==> config.mk <==
export PLATFORM = sky130hd
export DESIGN_NAME = masked_and_pipe
export DESIGN_NICKNAME = d
export VERILOG_FILES = /design/src/rtl/masked_pkg.sv /design/src/rtl/masked_and_slice.sv /design/src/rtl/masked_and_pipe.sv
export SDC_FILE = /design/constraint.sdc
export NUM_CORES = 1
export LEC_CHECK = 0
export ABC_AREA = 1
export CAP_MARGIN = 25
export CORE_ASPECT_RATIO = 0.8
export CORE_MARGIN = 10
export CORE_UTILIZATION = 54
export CTS_CLUSTER_SIZE = 25
export DETAILED_ROUTE_END_ITERATION = 16
export PLACE_DENSITY = 0.82
export SYNTH_ARGS = -nofsm -noshare
export SYNTH_HDL_FRONTEND = slang
export SYNTH_HIERARCHICAL = 1
export SYNTH_SLANG_ARGS = --single-unit
==> constraint.sdc <==
create_clock -name clk -period 2 [get_ports clk]
set_input_delay 0.2 -clock clk [delete_from_list [all_inputs] [get_ports clk]]
set_output_delay 0.2 -clock clk [all_outputs]
set_load 0.02 [all_outputs]
==> src/rtl/masked_pkg.sv <==
// Shared constants for the masked AND/OR pipeline: share count and op encoding.
package masked_pkg;

   localparam int   SHARES = 2;
   localparam logic OP_AND = 1'b0;
   localparam logic OP_OR  = 1'b1;

   // Builds without OR support see every operation as AND.
   function automatic logic eff_op(input logic op, input bit or_en);
      return or_en ? op : OP_AND;
   endfunction

endpackage

==> src/rtl/masked_and_slice.sv <==
// One bit lane of the masked AND/OR gadget: stage-1..3 share registers with per-stage enables.
module masked_and_slice
   import masked_pkg::*;
(
   input  logic clk,
   input  logic rst_n,
   input  logic en1,
   input  logic en2,
   input  logic en3,
   input  logic op_s0,
   input  logic op_s2,
   input  logic a0,
   input  logic a1,
   input  logic b0,
   input  logic b1,
   output logic q0,
   output logic q1
);

   logic a0p, b0p;
   logic t1, t2, t4, m, a1_s1;
   logic r3, r5, a1_s2;

   // OR is computed as AND of inverted operands, then the result is inverted.
   assign a0p = a0 ^ op_s0;
   assign b0p = b0 ^ op_s0;

   always_ff @(posedge clk or negedge rst_n) begin
      if (!rst_n) begin
         t1    <= 1'b0;
         t2    <= 1'b0;
         t4    <= 1'b0;
         m     <= 1'b0;
         a1_s1 <= 1'b0;
      end else if (en1) begin
         t1    <= a0p & b0p;
         t2    <= (a0p & b1) ^ b1;
         t4    <= a1 & b0p;
         m     <= a1 | b1;
         a1_s1 <= a1;
      end
   end

   always_ff @(posedge clk or negedge rst_n) begin
      if (!rst_n) begin
         r3    <= 1'b0;
         r5    <= 1'b0;
         a1_s2 <= 1'b0;
      end else if (en2) begin
         r3    <= t1 ^ t2;
         r5    <= t4 ^ m;
         a1_s2 <= a1_s1;
      end
   end

   always_ff @(posedge clk or negedge rst_n) begin
      if (!rst_n) begin
         q0 <= 1'b0;
         q1 <= 1'b0;
      end else if (en3) begin
         q0 <= r3 ^ r5 ^ op_s2;
         q1 <= a1_s2;
      end
   end

endmodule

==> src/rtl/masked_and_pipe.sv <==
// Three-stage masked AND/OR on Boolean shares with valid/ready flow control shared by all lanes.
// Handshake: a transfer happens on a posedge where valid & ready; valid never waits on ready.
module masked_and_pipe
   import masked_pkg::*;
#(
   parameter int WIDTH = 8,
   parameter bit OR_EN = 1'b1
) (
   input  logic             clk,
   input  logic             rst_n,
   input  logic             in_valid,
   output logic             in_ready,
   input  logic             op,
   input  logic [WIDTH-1:0] a0,
   input  logic [WIDTH-1:0] a1,
   input  logic [WIDTH-1:0] b0,
   input  logic [WIDTH-1:0] b1,
   output logic             out_valid,
   input  logic             out_ready,
   output logic [WIDTH-1:0] q0,
   output logic [WIDTH-1:0] q1
);

   logic v1, v2, v3;
   logic load1, load2, load3;
   logic op_s0, op_s2;

   // A stage loads when it is empty or its current contents move on this cycle.
   assign load3     = v2 & (~v3 | out_ready);
   assign load2     = v1 & (~v2 | load3);
   assign in_ready  = ~v1 | load2;
   assign load1     = in_valid & in_ready;
   assign out_valid = v3;

   always_ff @(posedge clk or negedge rst_n) begin
      if (!rst_n) begin
         v1 <= 1'b0;
         v2 <= 1'b0;
         v3 <= 1'b0;
      end else begin
         v1 <= load1 | (v1 & ~load2);
         v2 <= load2 | (v2 & ~load3);
         v3 <= load3 | (v3 & ~out_ready);
      end
   end

   assign op_s0 = eff_op(op, OR_EN);

   generate
      if (OR_EN) begin : g_op
         logic op_s1;
         always_ff @(posedge clk or negedge rst_n) begin
            if (!rst_n) begin
               op_s1 <= OP_AND;
               op_s2 <= OP_AND;
            end else begin
               if (load1) op_s1 <= op_s0;
               if (load2) op_s2 <= op_s1;
            end
         end
      end else begin : g_no_op
         assign op_s2 = OP_AND;
      end
   endgenerate

   generate
      for (genvar i = 0; i < WIDTH; i++) begin : g_lane
         masked_and_slice u_slice (
            .clk   (clk),
            .rst_n (rst_n),
            .en1   (load1),
            .en2   (load2),
            .en3   (load3),
            .op_s0 (op_s0),
            .op_s2 (op_s2),
            .a0    (a0[i]),
            .a1    (a1[i]),
            .b0    (b0[i]),
            .b1    (b1[i]),
            .q0    (q0[i]),
            .q1    (q1[i])
         );
      end
   endgenerate

endmodule

# Yosys cells after proc, flatten, opt, wreduce, memory -nomap -nowiden
# Index checks and enable logic that the tools add are counted.
[totals] input_bits=37 word_cells=191 regBits=85 out_inout_bits=18
[classes] bitwise_logic=106
[ops] operator="bitwise XOR 1 bit" count=56
[ops] operator="AND 1 bit" count=30
[ops] operator="OR 1 bit" count=14
[ops] operator="NOT 1 bit" count=6

# Logic depth before layout (Yosys ltp)
[logic_depth] depth_word=8 depth_mapped=7 mapped_depth_nobuf=7

# Hierarchy
# The synthesis kept the hierarchy.
[modules_own_cells] mod="masked_and_slice" area_per_inst_um2=437.9 seq_area_each_um2=250.2 instances=8 cells_per_inst=52
[modules_own_cells] mod="masked_and_pipe" area_per_inst_um2=216.5 seq_area_each_um2=125.1 instances=1 cells_per_inst=26

# Least setup slack after synthesis
# No wires, ideal clock.
[synth_path] path_type="reg-to-reg" start="reg v3 (netlist: out_valid)" end="reg g_lane[0].u_slice.t2" path_buffers=0 path_stages_with_launch=7 t_arrival_ns=1.718 setup_time_ns=0.128 setup_slack_ns=0.154 synth_period_minus_slack_ns=1.846 required_time_ns=1.872 path_cell_list="dfrtp_1 -> nand4_2 -> nand2_1 -> inv_1 -> inv_1 -> nand2_1 -> o21ai_0"
[synth_between] elab_chain_len=7
[synth_rtl] element="start, declared" line="masked_and_pipe.sv:24" source="logic v1, v2, v3;"
[synth_rtl] element="start signal, assigned" line="masked_and_pipe.sv:43" source="v3 <= load3 | (v3 & ~out_ready);"
[synth_rtl] element="NOT 1 bit" line="masked_and_pipe.sv:29" source="assign load3 = v2 & (~v3 | out_ready);"
[synth_rtl] element="OR 1 bit" line="masked_and_pipe.sv:29"
[synth_rtl] element="AND 1 bit" line="masked_and_pipe.sv:29"
[synth_rtl] element="OR 1 bit" line="masked_and_pipe.sv:30" source="assign load2 = v1 & (~v2 | load3);"
[synth_rtl] element="AND 1 bit" line="masked_and_pipe.sv:30"
[synth_rtl] element="OR 1 bit" line="masked_and_pipe.sv:31" source="assign in_ready = ~v1 | load2;"
[synth_rtl] element="named net in_ready" line="masked_and_pipe.sv:12" source="output logic in_ready,"
[synth_rtl] element="AND 1 bit" line="masked_and_pipe.sv:32" source="assign load1 = in_valid & in_ready;"
[synth_rtl] element="named net load1" line="masked_and_pipe.sv:25" source="logic load1, load2, load3;"
[synth_rtl] element="end signal, assigned" line="masked_and_slice.sv:37" source="t2 <= (a0p & b1) ^ b1;"
[synth_rtl] element="end, declared" line="masked_and_slice.sv:21" source="logic t1, t2, t4, m, a1_s1;"
# The timed path passes the listed nets, and every way through them passes these cells.
# A chain may end at the register's enable or synchronous reset.

# Worst setup path after layout
[layout_path] start="reg v3 (netlist: out_valid)" end="out in_ready"
[layout_between] elab_chain_len=6
[layout_rtl] element="NOT 1 bit" line="masked_and_pipe.sv:29"
[layout_rtl] element="OR 1 bit" line="masked_and_pipe.sv:29"
[layout_rtl] element="AND 1 bit" line="masked_and_pipe.sv:29"
[layout_rtl] element="OR 1 bit" line="masked_and_pipe.sv:30"
[layout_rtl] element="AND 1 bit" line="masked_and_pipe.sv:30"
[layout_rtl] element="OR 1 bit" line="masked_and_pipe.sv:31"
[layout_rtl] element="end, declared" line="masked_and_pipe.sv:12"
# Every way passes these cells.

==> impl_metrics.csv <==
group,metric,value,unit
status,outcome,"complete, no violations",
yosys,synth.net_count,479,
drt,wl,7650,um
yosys,synth_area,3720,um2
placement,gp_congestion,0.745,
floorplan,rows,26,
drt,vias,2969,
power,pwr-share-clk,28.2,%
drt,drtIter0Drc,130,
clock_tree,cts_sinks,85,
floorplan,die_h,94.2,um
setup_path,path_max_fanout,5,
final_layout,final_util,71.7,%
setup_path,cp-end-kind,"output pin",
final_layout,antenna_cells,0,
floorplan,die_w,113,um
floorplan,start_util,56.9,%
timing,period_needed,1.76,ns
final_layout,finalNetCount,550,
timing,setup_violations,0,
floorplan,io_pins,55,
drt,dr.pass1.iters,4,
timing,period_share,87.8,%
clock_tree,worstSkewPairLatency,0.34,ns
power,switching_share,30.5,%
power,p_leak,0.00244,uW
power,power_density,1100,nW/um2
power,switchingPower,1580,uW
yosys,yosysMostFrequentCell,"nand2_1",
yosys,syn_avg_cell_area,8.42,um2
clock_tree,ctsHoldBuffers,1,
timing,hold_viol_final,0,
timing,relSlewSlack,60.1,%
setup_path,startpoint_type,"flip-flop",
global_route,antenna_found_initial,0,
yosys,syn_inst,442,
clock_tree,clockRootBuffer,"clkbuf_8",
timing,rsz0062_at_grt,"false",
yosys,yosysUniqueCellTypes,10,
floorplan,die_area,10600,um2
drt,drc,0,
global_route,grt_pass1_vias,2939,
clock_tree,cts_tree,"yes",
final_layout,drive_above_1_share,4.84,%
yosys,synth-edff-count,0,
floorplan,core,6540,um2
setup_path,crit_type,"flip-flop to output pin",
final_layout,final_area,4690,um2
timing,clock_skew,0.00714,ns
setup_path,required,1.80,ns
placement,portBuffers,54,
yosys,synth_flop_cell,"dfrtp_1",
setup_path,arrival,1.56,ns
power,ir_drop,513,uV
timing,max_freq,0.570,GHz
power,p_comb_share,26.0,%
clock_tree,cts_made_buffers,9,
placement,hpwl,5490,um
timing,slew_violations,0,
global_route,grtUsageTotal,14.6,%
yosys,yosys.area.top_type,"dfrtp_1",
clock_tree,clock_path_buffers,2,
global_route,grt_max_degree,47,
final_layout,fillers,511,
min_path,holdCritPathClass,"input port to asynchronous set/reset pin",
yosys,synth.area.top_cells,"dfrtp_1 (57%), nand2_1 (20%), nand3_1 (5.7%)",
placement,dpl_cell_area,4430,um2
yosys,synth_common_cells,"nand2_1 (203), dfrtp_1 (85), inv_1 (52), nand3_1 (42), o21ai_0 (24)",
final_layout,syn_to_final_growth,26.0,%
clock_tree,postCtsSetupRepairBufs,0,
clock_tree,clkTransAtPathRegs,0.08,ns
yosys,ys_async_sr_fraction,100,%
drt,wl_per_cell,12.7,um
clock_tree,h-tree-depth,3,
power,intPower,3590,uW
clock_tree,cts_resized,0,
run,cap_violations,0,
yosys,yosysSeqAreaShare,57.2,%
drt,drt-vias-per-instance,4.94,
yosys,ys_ff_latch,85,
timing,finalSetupTns,0,ns
drt,antenna_left,0,
global_route,grt_overflow,0,
global_route,grt_pass1_wl,12800,um
yosys,synth_top_area_share,57.2,%
yosys,ys_warn_count,6,
timing,tightest_slew,0.598,ns
power,pwr-share-seq,45.8,%
## kinds of logic (layout without fill, tap and decap cells)
group / count (synthesis) / count (layout) / share of synthesized area [%]
buffers and inverters: 54 / 129 / 5.45
and+or+nand+nor: 246 / 246 / 26.5
DFF: 85 / 85 / 57.2
AOI/OAI and AO/OA: 25 / 25 / 3.36
xor gates and xnor gates: 32 / 32 / 7.53
## worst paths after layout
kind                                        startpoint                               end  slack, ns  cells after the start
worst max-delay path               out_valid$_DFF_PN0_                          in_ready       0.24                      2
worst min-delay path                             rst_n  g_lane[0].u_slice/r3$_DFFE_PN0P_       0.36                      2
worst max register to register     out_valid$_DFF_PN0_  g_lane[7].u_slice/t2$_DFFE_PN0P_       0.60                      7
worst min register to register  g_op.op_s1$_DFFE_PN0P_                 op_s2$_DFFE_PN0P_       0.46                      2
max in group asynchronous                        rst_n  g_lane[4].u_slice/q1$_DFFE_PN0P_       1.00                      3
min in group clk                                 b1[2]   g_lane[2].u_slice/m$_DFFE_PN0P_       0.43                      3
## critical path, stage by stage (launching register included)
cell and delay (ns):
dfrtp_1 0.44, nand4_2 0.15, clkdlybuf4s50_1 0.63
## through the flow
stage	hold slack (ns)	total power, uW	setup WS (ns)	cells
6_report	0.365	5170	0.245	601
5_1_grt	0.394	5500	0.144	601
4_1_cts	0.366	5230	0.210	601
2_1_floorplan	-0.0956	3150	0.154	442
3_3_place_gp	0.203	3670	0.370	585
3_5_place_dp	0.207	3750	0.343	585
## power groups by stage
| stage | Clock (uW) | Combinational [uW] | Sequential [uW] |
|---|---|---|---|
| final | 1460 | 1340 | 2370 |
| after detailed placement | 0 | 1350 | 2400 |
| after global routing | 1570 | 1520 | 2420 |
| after global placement | 0 | 1290 | 2380 |
| after floorplan | 0 | 661 | 2490 |
| after CTS | 1500 | 1370 | 2370 |
## sequential cells by signal (all words and copies together) (netlist names)
| register | count |
|---|---|
| g_lane.u_slice/q0 | 8 |
| g_lane.u_slice/r5 | 8 |
| out_valid | 1 |
| g_lane.u_slice/a1_s1 | 8 |
| g_lane.u_slice/t4 | 8 |
| g_lane.u_slice/t2 | 8 |
| v1 | 1 |
| op_s2 | 1 |
| v2 | 1 |
| g_lane.u_slice/a1_s2 | 8 |
| g_lane.u_slice/t1 | 8 |
| g_op.op_s1 | 1 |
| g_lane.u_slice/r3 | 8 |
| g_lane.u_slice/m | 8 |
| g_lane.u_slice/q1 | 8 |
## final cells by class
cell class	count	area, um2	area share, %
inverter	54	203	4.33
tap	84	105	2.24
clock buffer	11	151	3.23
clock inverter	4	95.1	2.03
timing repair buffer	60	611	13.0
multi-input combinational	303	1390	29.7
sequential	85	2130	45.4
## layer usage
metal | global-route usage (%) | wire [um] | vias up
met5 | 0 | 0 | -
met1 | 16.6 | 3390 | 1397
met3 | 5.24 | 407 | 4
met4 | 4.11 | 47 | 0
met2 | 25.6 | 3810 | 60
li1 | - | - | 1508
## cells in the final DEF, fill, tap and decap left out, types with 2 or more instances in the layout
| master | instances |
|---|---|
| nand2_1 | 203 |
| dfrtp_1 | 85 |
| clkdlybuf4s50_1 | 53 |
| inv_1 | 52 |
| nand3_1 | 42 |
| o21ai_0 | 24 |
| xor2_1 | 16 |
| xnor2_1 | 16 |
| clkbuf_8 | 11 |
| buf_4 | 4 |
| bufinv_16 | 3 |
| inv_2 | 2 |
| buf_12 | 2 |
Note: power is estimated with default switching activity, not from simulation.
